[config.mk]
export PLATFORM = sky130hd
export DESIGN_NAME = piso_serializer
export DESIGN_NICKNAME = d
export VERILOG_FILES = /design/src/rtl/piso_pkg.sv /design/src/rtl/piso_serializer.sv
export SDC_FILE = /design/constraint.sdc
export NUM_CORES = 1
export LEC_CHECK = 0
export CORE_MARGIN = 5
export CORE_UTILIZATION = 30
export DETAILED_ROUTE_END_ITERATION = 6
export GPL_TIMING_DRIVEN = 0
export PLACE_DENSITY_LB_ADDON = 0.12
export SKIP_LAST_GASP = 1
export SYNTH_ARGS = -nofsm -noshare
export SYNTH_HDL_FRONTEND = slang
export SYNTH_SLANG_ARGS = --single-unit
[constraint.sdc]
create_clock -name clk -period 1.6 [get_ports clk]
set_input_delay 0.32 -clock clk [delete_from_list [all_inputs] [get_ports clk]]
set_output_delay 0.32 -clock clk [all_outputs]
set_load 0.03 [all_outputs]
[src/rtl/piso_pkg.sv]
// piso_pkg: shared state encoding and sizing helper for piso_serializer.
// PARITY is reachable only in builds that define PISO_PARITY_EN.
package piso_pkg;

  typedef enum logic [1:0] {
    IDLE   = 2'd0,
    SHIFT  = 2'd1,
    PARITY = 2'd2
  } state_t;

  function automatic int cnt_width(input int w);
    return (w < 2) ? 1 : $clog2(w);
  endfunction

endpackage

[src/rtl/piso_serializer.sv]
// piso_serializer: valid/ready parallel-in, framed serial-out shift register.
// Optional even-parity trailer bit when PISO_PARITY_EN is defined.
module piso_serializer
  import piso_pkg::*;
#(
  parameter int DATA_WIDTH = 8,
  parameter bit MSB_FIRST  = 1'b1
) (
  input  logic                  clk,
  input  logic                  rst_n,
  input  logic [DATA_WIDTH-1:0] din,
  input  logic                  din_valid,
  output logic                  din_ready,
  output logic                  dout,
  output logic                  dout_valid,
  output logic                  dout_first,
  output logic                  dout_last,
  output logic                  busy
);

  localparam int CNT_W = cnt_width(DATA_WIDTH);
  localparam logic [CNT_W-1:0] CNT_LAST = CNT_W'(DATA_WIDTH - 1);

  state_t state;
  state_t state_nxt;

  logic [DATA_WIDTH-1:0] sreg;
  logic [DATA_WIDTH-1:0] sreg_shf;
  logic [CNT_W-1:0]      cnt;
  logic                  accept;
  logic                  at_last;
  logic                  head;
  logic                  emit_v;
  logic                  emit_d;
  logic                  emit_f;
  logic                  emit_l;
`ifdef PISO_PARITY_EN
  logic                  par;
`endif

  assign at_last = (state == SHIFT) && (cnt == CNT_LAST);
  assign accept  = din_valid && din_ready;
  assign busy    = (state != IDLE);

  assign head = MSB_FIRST ? sreg[DATA_WIDTH-1] : sreg[0];
  assign sreg_shf = MSB_FIRST ? {sreg[DATA_WIDTH-2:0], 1'b0}
                              : {1'b0, sreg[DATA_WIDTH-1:1]};

  always_ff @(posedge clk or negedge rst_n) begin
    if (!rst_n) begin
      state <= IDLE;
    end else begin
      state <= state_nxt;
    end
  end

  always_comb begin
    state_nxt = state;
    unique case (state)
      IDLE: begin
        if (accept) state_nxt = SHIFT;
      end
      SHIFT: begin
        if (at_last) begin
`ifdef PISO_PARITY_EN
          state_nxt = PARITY;
`else
          state_nxt = accept ? SHIFT : IDLE;
`endif
        end
      end
      PARITY: begin
        state_nxt = accept ? SHIFT : IDLE;
      end
      default: begin
        state_nxt = IDLE;
      end
    endcase
  end

  // Ready is a function of state/counter only, never of din_valid.
  always_comb begin
    din_ready = 1'b0;
    emit_v    = 1'b0;
    emit_d    = 1'b0;
    emit_f    = 1'b0;
    emit_l    = 1'b0;
    unique case (1'b1)
      state == IDLE: begin
        din_ready = 1'b1;
      end
      state == SHIFT: begin
        emit_v = 1'b1;
        emit_d = head;
        emit_f = (cnt == '0);
`ifndef PISO_PARITY_EN
        emit_l    = at_last;
        din_ready = at_last;
`endif
      end
`ifdef PISO_PARITY_EN
      state == PARITY: begin
        emit_v    = 1'b1;
        emit_d    = par;
        emit_l    = 1'b1;
        din_ready = 1'b1;
      end
`endif
      default: begin
        din_ready = 1'b0;
      end
    endcase
  end

  // Counter saturates at the last bit; a new accept restarts it.
  always_ff @(posedge clk or negedge rst_n) begin
    if (!rst_n) begin
      sreg <= '0;
      cnt  <= '0;
    end else if (accept) begin
      sreg <= din;
      cnt  <= '0;
    end else if (state == SHIFT) begin
      sreg <= sreg_shf;
      if (!at_last) cnt <= cnt + CNT_W'(1);
    end
  end

`ifdef PISO_PARITY_EN
  always_ff @(posedge clk or negedge rst_n) begin
    if (!rst_n) begin
      par <= 1'b0;
    end else if (accept) begin
      par <= ^din;
    end
  end
`endif

  always_ff @(posedge clk or negedge rst_n) begin
    if (!rst_n) begin
      dout       <= 1'b0;
      dout_valid <= 1'b0;
      dout_first <= 1'b0;
      dout_last  <= 1'b0;
    end else begin
      dout       <= emit_d;
      dout_valid <= emit_v;
      dout_first <= emit_f;
      dout_last  <= emit_l;
    end
  end

endmodule

==> key figures <==
Place
  • Placed Cells incl. Taps: approximately 120
  • Port Buffer Count: 16
  • HPWL after DPL: ~1100 um
  • Routability congestion estimate: about 0.67

Job
  • MaxCap Viol Count: 0

Finish
  • Most common cell after layout, fill and taps aside: dfrtp_1
  • Area grow syn2layout: 34.65%
  • Final net count: approximately 110
  • Final Non-Filler Cells: 126
  • Share of layout cells above drive strength 1: 18.75%
  • Commonest non-fill, non-tap cells in the layout: dfrtp_1, o21ai_1, clkdlybuf4s50_1, mux2i_1
  • Fill cells: 248
  • Diode count: 0

Route
  • Routed WL: approximately 1700 um
  • DRC Markers: 0
  • Drt first pass iters: 4
  • Vias post-DR: approximately 600
  • Starting DRT DRC Count: 26
  • Wirelength per Cell: 13.47 um
  • Vias/cell: a little under 5
  • Post-route ant nets: 0

STA
  • Final Hold Fails: 0
  • Worst Tran Pin Value: 0.7284 ns
  • Setup tns final: -0.05343 ns
  • Worst slew margin: 51.29%
  • Period utilisation layout: 103.3%
  • Worst setup margin: -0.05343 ns
  • Fin. max-slew vios: 0
  • RSZ-0062 raised after global routing: yes
  • Max Freq: 604.8 MHz
  • Finish-stage setup viols: 1
  • Fin crit period: approximately 1.7 ns
  • Layout Skew: about 0.0025 ns
  • Hold Slack: just over 0.4 ns

Floorplanning
  • Site Rows: 18
  • Core Box Area: about 2500 um2
  • DIE AREA: about 3800 um2
  • Width of the die: roughly 61 um
  • # IOs: 17
  • Die height: a little over 60 um
  • Initial Utilization: 31.63%

Setup path
  • Slowest CP cell: dfrtp_1
  • Critical Path, Cell by Cell: ha_2 -> ha_4 -> nand2b_4 -> buf_6
  • WP buf/inv: 1
  • Crit-path leading delay family: flip-flops
  • CP endpoint kind: primary output
  • Slowest stage delay, CP: ~0.40 ns
  • Critical path class: register to primary output
  • CP required: 1.28 ns
  • Crit path arrival time: between 1 and 1.5 ns
  • Crit path max fanout: 2
  • Crit start category: register

GRT
  • Gr usage total: 10.39%
  • Gr ovfl total: 0
  • Initial antenna violation count: 0
  • Vias in the first global route: around 610
  • First-pass GRT wire length: 2808 um
  • Pin count of the biggest net entering global routing: 17

CTS
  • CTS tree: done
  • Cts hold-fix bufs: 0
  • Number of H-tree levels: 1
  • CTS clk-pin slew, worst paths: roughly 0.10 ns
  • CTS max path bufs: 2
  • Worst skew pair latency: a little under 0.3 ns
  • Total CTS buffers: 3
  • # clock sinks: 16
  • Clock Tree Root: clkbuf_4

Status
  • Outcome: finished with violations
  • Failing checks: negative setup slack

Pwr
  • P_leak: roughly 0.00052 uW
  • P per Cell Area: between 1500 and 2000 nW/um2
  • Worst vdd rail ir drop: 635.9 uV

Worst hold path
  • HP Class: register to register

Logic synthesis
  • Sequential-to-total area share from yosys stat: approximately half
  • Yosys cell types: 17
  • Post-synthesis cell count: 73
  • Syn nets: slightly below 90
  • Syn Area/Cell: 10.83 um2
  • Synth Warn #: 0
  • #FFs+latches synth: 16
  • Syn Std Cell Area: 790.8 um2
[sequential cells by signal (all words and copies together) (netlist names)]
register	flops
cnt	3
dout_first	1
dout_valid	1
dout	1
sreg	8
state	1
dout_last	1
[stage by stage]
step	worst slack (ns)	total power (uW)	utilization [%]	area [um2]
2_1_floorplan	0.2235	1093	-	790.8
3_3_place_gp	-0.3840	1318	39.54	988.4
3_5_place_dp	-0.3778	1329	39.54	988.4
4_1_cts	-0.1270	1670	42.34	1059
5_1_grt	-0.09128	1795	42.59	1065
6_report	-0.05343	1662	42.59	1065
[kinds of logic after synthesis]
logic type,synth area share (%)
AOI/OAI and AO/OA,12.50
adders and majority gates,4.747
muxes,10.13
DFF,50.63
and+or+nand+nor,14.55
buffers and inverters,7.436
[cell usage after synthesis]
master,n,area [um2]
nand3_1,1,5.000
nand2b_1,2,12.51
nand2_4,1,11.26
nand3b_1,3,22.52
dfrtp_1,16,400.4
inv_1,4,15.01
buf_2,2,10.01
and3_1,7,43.79
nand2_1,1,3.750
o21ai_1,11,55.05
a31oi_1,7,43.79
buf_4,3,22.52
nor2_1,1,3.750
ha_1,3,37.54
buf_6,1,11.26
and2_1,2,12.51
mux2i_1,8,80.08
[power breakdown]
group	switching [uW]	internal, uW
sequential	77.0	555
clock	136	139
combinational	405	350
total	618	1040
[final cells by class]
class | count | area (um2) | share of cell area [%]
inverters | 4 | 15.01 | 1.410
multi-input cells | 47 | 354.1 | 33.26
well taps | 30 | 37.54 | 3.525
flip-flops and latches | 16 | 400.4 | 37.60
clock buffers | 4 | 36.28 | 3.408
plain buffers | 5 | 36.28 | 3.408
repair buffers | 20 | 185.2 | 17.39
[worst paths after layout]
path / startpoint / endpoint / slack, ns / cells after the start
max: cnt[1] / din_ready / -0.05 / 4
min: state[0] / dout_valid / 0.41 / 0
max reg2reg: cnt[1] / sreg[1] / 0.17 / 6
min reg2reg: state[0] / dout_valid / 0.41 / 0
max in group asynchronous: rst_n / sreg[7] / 0.69 / 1
min in group asynchronous: rst_n / cnt[2] / 0.45 / 1
[layer usage]
| layer | share of wire (%) | wire length [um] | track usage [%] |
|---|---|---|---|
| met5 | 0 | 0 | 0 |
| met4 | 1.1 | 18 | 3.636 |
| met3 | 8.9 | 151 | 5.031 |
| met2 | 45 | 758 | 16.16 |
| met1 | 45 | 769 | 12.55 |
[timing repair]
action,CTS,global route
pin swaps,0,2
resized for setup,16,1
endpoints found under the hold margin,0,0
setup buffers,3,1
setup endpoints to repair,6,1
Note: power is estimated with default switching activity, not from simulation.
